### config.mk
export PLATFORM = sky130hd
export DESIGN_NAME = keyboard_event_ctrl_flat
export DESIGN_NICKNAME = d
export VERILOG_FILES = /design/src/rtl/keyboard_event_ctrl_if.sv /design/src/rtl/keyboard_event_ctrl.sv /design/src/flat_wrapper.sv
export SDC_FILE = /design/constraint.sdc
export NUM_CORES = 1
export LEC_CHECK = 0
export ABC_AREA = 1
export BUFFER_PORTS_ARGS = -buffer_cell sky130_fd_sc_hd__buf_2
export CORE_ASPECT_RATIO = 1.25
export CORE_UTILIZATION = 53
export CTS_CLUSTER_DIAMETER = 40
export DETAILED_ROUTE_END_ITERATION = 8
export PLACE_DENSITY = 0.89
export SYNTH_ARGS = -nofsm -noshare
export SYNTH_HDL_FRONTEND = slang
export SYNTH_SLANG_ARGS = --single-unit
### constraint.sdc
create_clock -name clk -period 2.96 [get_ports clk]
set_input_delay 0.148 -clock clk [delete_from_list [all_inputs] [get_ports clk]]
set_output_delay 0.148 -clock clk [all_outputs]
set_load 0.02 [all_outputs]
### src/rtl/keyboard_event_ctrl_if.sv
// CPU data-bus view of the keyboard event controller: address, write data,
// chip select and write strobe from the CPU side, read data back from the controller.
interface keyboard_event_ctrl_if;
  logic [31:0] DataAdr;
  logic [31:0] WriteData;
  logic        enable;
  logic        MemWrite;
  logic [31:0] ReadData;

  modport master (
    output DataAdr, WriteData, enable, MemWrite,
    input  ReadData
  );

  modport slave (
    input  DataAdr, WriteData, enable, MemWrite,
    output ReadData
  );
endinterface

### src/rtl/keyboard_event_ctrl.sv
// PS/2 scan-byte sequencer (E0 extended / F0 break prefixes) feeding a key-event FIFO
// that the CPU polls and pops through STATUS/DATA/POP/CTRL word registers.
module keyboard_event_ctrl #(
  parameter int DEPTH = 8,
  parameter int CW    = 4
) (
  input  logic                  clk,
  input  logic                  reset,
  input  logic [7:0]            code,
  input  logic                  code_valid,
  keyboard_event_ctrl_if.slave  bus,
  output logic                  irq
);

  localparam int AW = (DEPTH > 1) ? $clog2(DEPTH) : 1;

  typedef enum logic [1:0] {IDLE, EXT, BRK, EXT_BRK} state_t;

  state_t          state, next_state;
  logic            push;
  logic [9:0]      push_data;
  logic            is_resp;

  logic [9:0]      mem [DEPTH];
  logic [AW-1:0]   rd_ptr, wr_ptr;
  logic [CW-1:0]   count, count_next;
  logic            overflow;

  logic [1:0]      sel;
  logic            not_empty, full;
  logic            bus_wr, do_pop, flush, clr_ovf, do_push, drop;

  logic unused_bits;
  assign unused_bits = &{1'b0, bus.DataAdr[31:4], bus.DataAdr[1:0], bus.WriteData[31:2]};

  assign is_resp = (code == 8'hAA) || (code == 8'hFA) || (code == 8'hEE) ||
                   (code == 8'hFE) || (code == 8'h00) || (code == 8'hFF);

  always_ff @(posedge clk or negedge reset) begin
    if (!reset) state <= IDLE;
    else        state <= next_state;
  end

  // Controller response bytes abort any pending prefix; malformed double prefixes after F0 are dropped.
  always_comb begin
    next_state = state;
    push       = 1'b0;
    push_data  = 10'b0;
    if (code_valid) begin
      if (is_resp) begin
        next_state = IDLE;
      end else begin
        case (state)
          IDLE: begin
            if (code == 8'hE0)      next_state = EXT;
            else if (code == 8'hF0) next_state = BRK;
            else begin
              push      = 1'b1;
              push_data = {2'b00, code};
            end
          end
          EXT: begin
            if (code == 8'hF0)      next_state = EXT_BRK;
            else if (code == 8'hE0) next_state = EXT;
            else begin
              push       = 1'b1;
              push_data  = {2'b10, code};
              next_state = IDLE;
            end
          end
          BRK: begin
            next_state = IDLE;
            if (code != 8'hE0 && code != 8'hF0) begin
              push      = 1'b1;
              push_data = {2'b01, code};
            end
          end
          EXT_BRK: begin
            next_state = IDLE;
            if (code != 8'hE0 && code != 8'hF0) begin
              push      = 1'b1;
              push_data = {2'b11, code};
            end
          end
          default: next_state = IDLE;
        endcase
      end
    end
  end

  assign sel       = bus.DataAdr[3:2];
  assign not_empty = (count != '0);
  assign full      = (count == CW'(DEPTH));
  assign bus_wr    = bus.enable && bus.MemWrite;
  assign flush     = bus_wr && (sel == 2'd3) && bus.WriteData[1];
  assign clr_ovf   = bus_wr && (sel == 2'd3) && bus.WriteData[0];
  assign do_pop    = bus_wr && (sel == 2'd2) && not_empty && !flush;
  // A pop in the same cycle frees the slot, so a push at full is still accepted.
  assign do_push   = push && !flush && (!full || do_pop);
  assign drop      = push && !flush && full && !do_pop;

  always_comb begin
    count_next = count;
    if (flush) count_next = '0;
    else       count_next = count + CW'(do_push) - CW'(do_pop);
  end

  always_ff @(posedge clk or negedge reset) begin
    if (!reset) begin
      rd_ptr   <= '0;
      wr_ptr   <= '0;
      count    <= '0;
      overflow <= 1'b0;
      irq      <= 1'b0;
    end else begin
      count <= count_next;
      irq   <= (count_next != '0);
      if (flush) begin
        rd_ptr <= '0;
        wr_ptr <= '0;
      end else begin
        if (do_pop)  rd_ptr <= rd_ptr + 1'b1;
        if (do_push) wr_ptr <= wr_ptr + 1'b1;
      end
      if (drop)         overflow <= 1'b1;
      else if (clr_ovf) overflow <= 1'b0;
    end
  end

  always_ff @(posedge clk) begin
    if (do_push) mem[wr_ptr] <= push_data;
  end

  always_comb begin
    bus.ReadData = 32'b0;
    if (bus.enable && !bus.MemWrite) begin
      case (sel)
        2'd0: begin
          bus.ReadData[0]      = not_empty;
          bus.ReadData[1]      = full;
          bus.ReadData[2]      = overflow;
          bus.ReadData[CW+7:8] = count;
        end
        2'd1: if (not_empty) bus.ReadData[9:0] = mem[rd_ptr];
        default: bus.ReadData = 32'b0;
      endcase
    end
  end

endmodule
### src/flat_wrapper.sv
// flat-port wrapper written by rule: the top's interface ports become plain ports
module keyboard_event_ctrl_flat 
#(
  parameter int DEPTH = 8,
  parameter int CW    = 4
)
  (clk, reset, code, code_valid, irq, bus_DataAdr, bus_WriteData, bus_enable, bus_MemWrite, bus_ReadData);
  keyboard_event_ctrl_if bus_i ();
  input  logic clk;
  input  logic reset;
  input  logic [7:0] code;
  input  logic code_valid;
  output logic irq;
  input wire logic [$bits(bus_i.DataAdr)-1:0] bus_DataAdr;
  input wire logic [$bits(bus_i.WriteData)-1:0] bus_WriteData;
  input wire logic [$bits(bus_i.enable)-1:0] bus_enable;
  input wire logic [$bits(bus_i.MemWrite)-1:0] bus_MemWrite;
  output wire logic [$bits(bus_i.ReadData)-1:0] bus_ReadData;
  assign bus_i.DataAdr = bus_DataAdr;
  assign bus_i.WriteData = bus_WriteData;
  assign bus_i.enable = bus_enable;
  assign bus_i.MemWrite = bus_MemWrite;
  assign bus_ReadData = bus_i.ReadData;
  keyboard_event_ctrl #(.DEPTH(DEPTH), .CW(CW)) u_core (.clk(clk), .reset(reset), .code(code), .code_valid(code_valid), .bus(bus_i), .irq(irq));
endmodule
==> flow_summary.yaml <==
sta:
  rsz0062_at_grt: "false"
  period_share_pct: 91.3
  fmax_ghz: 0.370
  finalSetupViolations: 0
  max_slew_margin_pct: 40.9
  min_period_ps: 2700
  tightest_slew_ps: 880
  drv_slew: 0
  finalClockSkew_ps: 11.4
  setup_tns_ps: 0
  hold_viol_final: 0
yosys:
  synthAdderAreaFrac_pct: 2.69
  yosysSeqAreaShare_pct: 61.7
  yosys.area_share.simple_pct: 16.3
  yosysWarnings: 0
  synth-xor-area-share_pct: 0.196
  ys_types: 34
  synth-compound-area-share_pct: 10.7
  synth_top_family_by_area: "simple AND/OR/NAND/NOR gates"
  ys_ff_latch: 94
  syn_inst: 427
  synthMuxAreaShare_pct: 0
  syn_avg_cell_area_um2: 10.4
  synthFlopType: "edfxtp_1"
  synth_edf_count: 80
  ys_async_sr_fraction_pct: 14.9
  synth.cell_area_um2: 4460
detailed_routing:
  viasPerCell: 5.74
  wirelength_mm: 9.50
  vias: 3254
  drc: 12
  first_pass_iters: 7
  wl_per_cell_um: 16.8
  drt_first_iter_violations: 405
  ant_nets: 0
final_layout:
  drive_gt1_share_pct: 15.3
  num_antenna_cells: 0
  syn2layout_area_growth_pct: 8.95
  fin_nets: 551
  seqCellArea_um2: 2750
  multiInputGateArea_um2: 1410
  fillers: 614
power_and_ir_drop:
  leakage_nw: 1.99
  internal_power_mw: 2.39
  seqPwrFrac_pct: 46.6
  powerDensity_nw_per_um2: 789
  peakVddDrop_mv: 0.598
  clkPwrFrac_pct: 19.9
  switching_share_pct: 37.6
  power_mw: 3.83
  switchingPower_mw: 1.44
  combPwrFrac_pct: 33.5
run:
  maxCapViolations: 0
outcome:
  failed_checks: "design-rule violations"
  outcome: "finished with violations"
clocking:
  clk_latency_ps: 370
  clockBufferDepth: 2
  post_cts_buffers: 0
  cts_tree: "yes"
  root_buffer: "clkbuf_8"
  clk_pin_slew_ps: 90
  numCtsBuffers: 9
  ctsHtreeMaxLevel: 3
  cts.sinks: 94
floorplanning:
  chipWidth_um: 84.0
  die_h_um: 105
  design.die.area_um2: 8780
  core-area_um2: 8190
  start_util_pct: 54.4
  pin_count: 110
  num_rows: 37
place:
  dpl.hpwl_mm: 6.18
  gp_congestion: 0.844
  port_buffers: 29
global_routing:
  grt_pass1_vias: 3161
  met3_usage_pct: 4.42
  track_usage_pct: 22.6
  grt_util_met1_pct: 26.7
  globalRouteOverflowTotal: 0
  use_met2_pct: 38.1
  grt_pass1_wl_mm: 14.9
  busiest_layer: "met2"
  grt_antenna_before_repair: 0
  grt_max_degree: 44
setup_path:
  startpoint_type: "flip-flop"
  critPathKind: "flip-flop to flip-flop"
  crit_fanout: 8
  cp.required_ps: 3240
  worstPathArrival_ps: 2980
  cp-end-kind: "flip-flop"
worst_hold_path:
  min_path_type: "input pin to flip-flop"
-- cells in the final DEF (no fill, tap or decap), drive strengths merged --
master       count
nand4            1
o211ai           4
nand3           20
o2bb2ai          1
nor3            13
edfxtp          80
o21ai           48
o311ai           1
nor2            74
a21oi           10
ha               8
or2              1
nand2           53
nor4             1
conb            20
a31oi            5
clkbuf          10
o21a             1
clkinv           2
dfrtp           14
clkinvlp         1
o221ai           6
dlygate4sd3      1
fa               1
o22ai            8
inv             43
buf             42
xor2             1
-- through the flow --
step	cell area (µm²)	worst slack [ps]	hold slack (ps)	utilization (%)	instances
finish	4860	259	127	59.3	567
global route	4860	60.6	136	59.3	567
CTS	4860	291	120	59.3	567
detailed placement	4670	331	63.1	57.0	550
global placement	4670	411	55.9	57.0	550
floorplan	4530	585	-148	-	446
-- path summary, 6_finish.rpt --
kind	start	endpoint	slack [ps]	cells past startpoint
hold / removal	bus_WriteData[0]	u_core.overflow$_DFFE_PN0P_	130	3
min in group asynchronous	reset	u_core.rd_ptr[1]$_DFFE_PN0P_	190	2
setup reg to reg	u_core.count[2]$_DFF_PN0_	u_core.irq$_DFF_PN0_	260	13
setup / recovery	u_core.count[2]$_DFF_PN0_	u_core.irq$_DFF_PN0_	260	13
max in group asynchronous	reset	u_core.rd_ptr[2]$_DFFE_PN0P_	2510	2
hold reg to reg	u_core.overflow$_DFFE_PN0P_	u_core.overflow$_DFFE_PN0P_	540	1
-- flip-flops by register name (all words and copies together), names as in the netlist --
signal,cells
u_core.count,4
u_core.irq,1
u_core.overflow,1
u_core.mem,80
u_core.state,2
u_core.wr_ptr,3
u_core.rd_ptr,3
-- critical path: stages (launching register included) --
cell and delay, ps:
dfrtp_1 380, inv_1 110, ha_1 170, nand3_1 100
nand2_1 120, nand2_1 170, nand4_2 230, inv_1 70
ha_1 210, fa_1 420, or2_2 300, a21oi_1 190
nor2_1 70, o221ai_1 70
-- area by class of cell --
cell class / instances / share of cell area, %
Multi-Input combinational cell: 277 / 29.0
Timing Repair Buffer: 43 / 5.20
Sequential cell: 94 / 56.7
Clock inverter: 6 / 0.927
Inverter: 40 / 3.09
Tap cell: 97 / 2.50
Clock buffer: 10 / 2.63
-- Yosys cell counts, types with 3 or more instances --
master | instances | share of area [%]
a31oi_1 | 5 | 0.70
inv_2 | 3 | 0.25
edfxtp_1 | 80 | 54
inv_1 | 37 | 3.1
nor2_1 | 71 | 6.0
nand3_2 | 3 | 0.67
nor3_1 | 12 | 1.3
a21oi_1 | 10 | 1.1
o211ai_1 | 4 | 0.67
nand2_1 | 50 | 4.2
nand2_2 | 3 | 0.42
buf_2 | 10 | 1.1
nand3_1 | 16 | 1.8
dfrtp_1 | 14 | 7.9
o21ai_0 | 47 | 5.3
clkbuf_1 | 5 | 0.42
o22ai_1 | 8 | 1.1
o221ai_1 | 6 | 1.2
buf_4 | 20 | 3.4
ha_1 | 8 | 2.2
-- layer usage --
metal / part of all wire [%] / wire [µm] / vias up
li1: - / - / 1513
met1: 36 / 3410 / 1527
met2: 53 / 5010 / 184
met3: 8.5 / 812 / 30
met4: 2.8 / 267 / 0
met5: 0 / 0 / -
-- kinds of logic (layout without fill, tap and decap cells) --
kind of cell | Yosys count | after routing
adders and majority gates | 9 | 9
DFF | 94 | 94
AOI/OAI and AO/OA | 84 | 84
buffers and inverters | 75 | 99
and+or+nand+nor | 163 | 163
xor gates and xnor gates | 1 | 1
other | 1 | 20
-- power by group through the flow --
stage / Sequential, mW / Clock [mW] / Combinational, mW
after floorplan: 1.77 / 0 / 0.942
after global placement: 1.79 / 0 / 1.17
after detailed placement: 1.81 / 0 / 1.24
after CTS: 1.78 / 0.761 / 1.26
after global routing: 1.80 / 0.801 / 1.41
final: 1.78 / 0.762 / 1.28
-- what timing repair did --
action,4_1_cts,5_1_grt
hold buffers,1,0
resized for setup,0,0
hold endpoints to repair,14,0
Power figures use the tool's default switching activity.
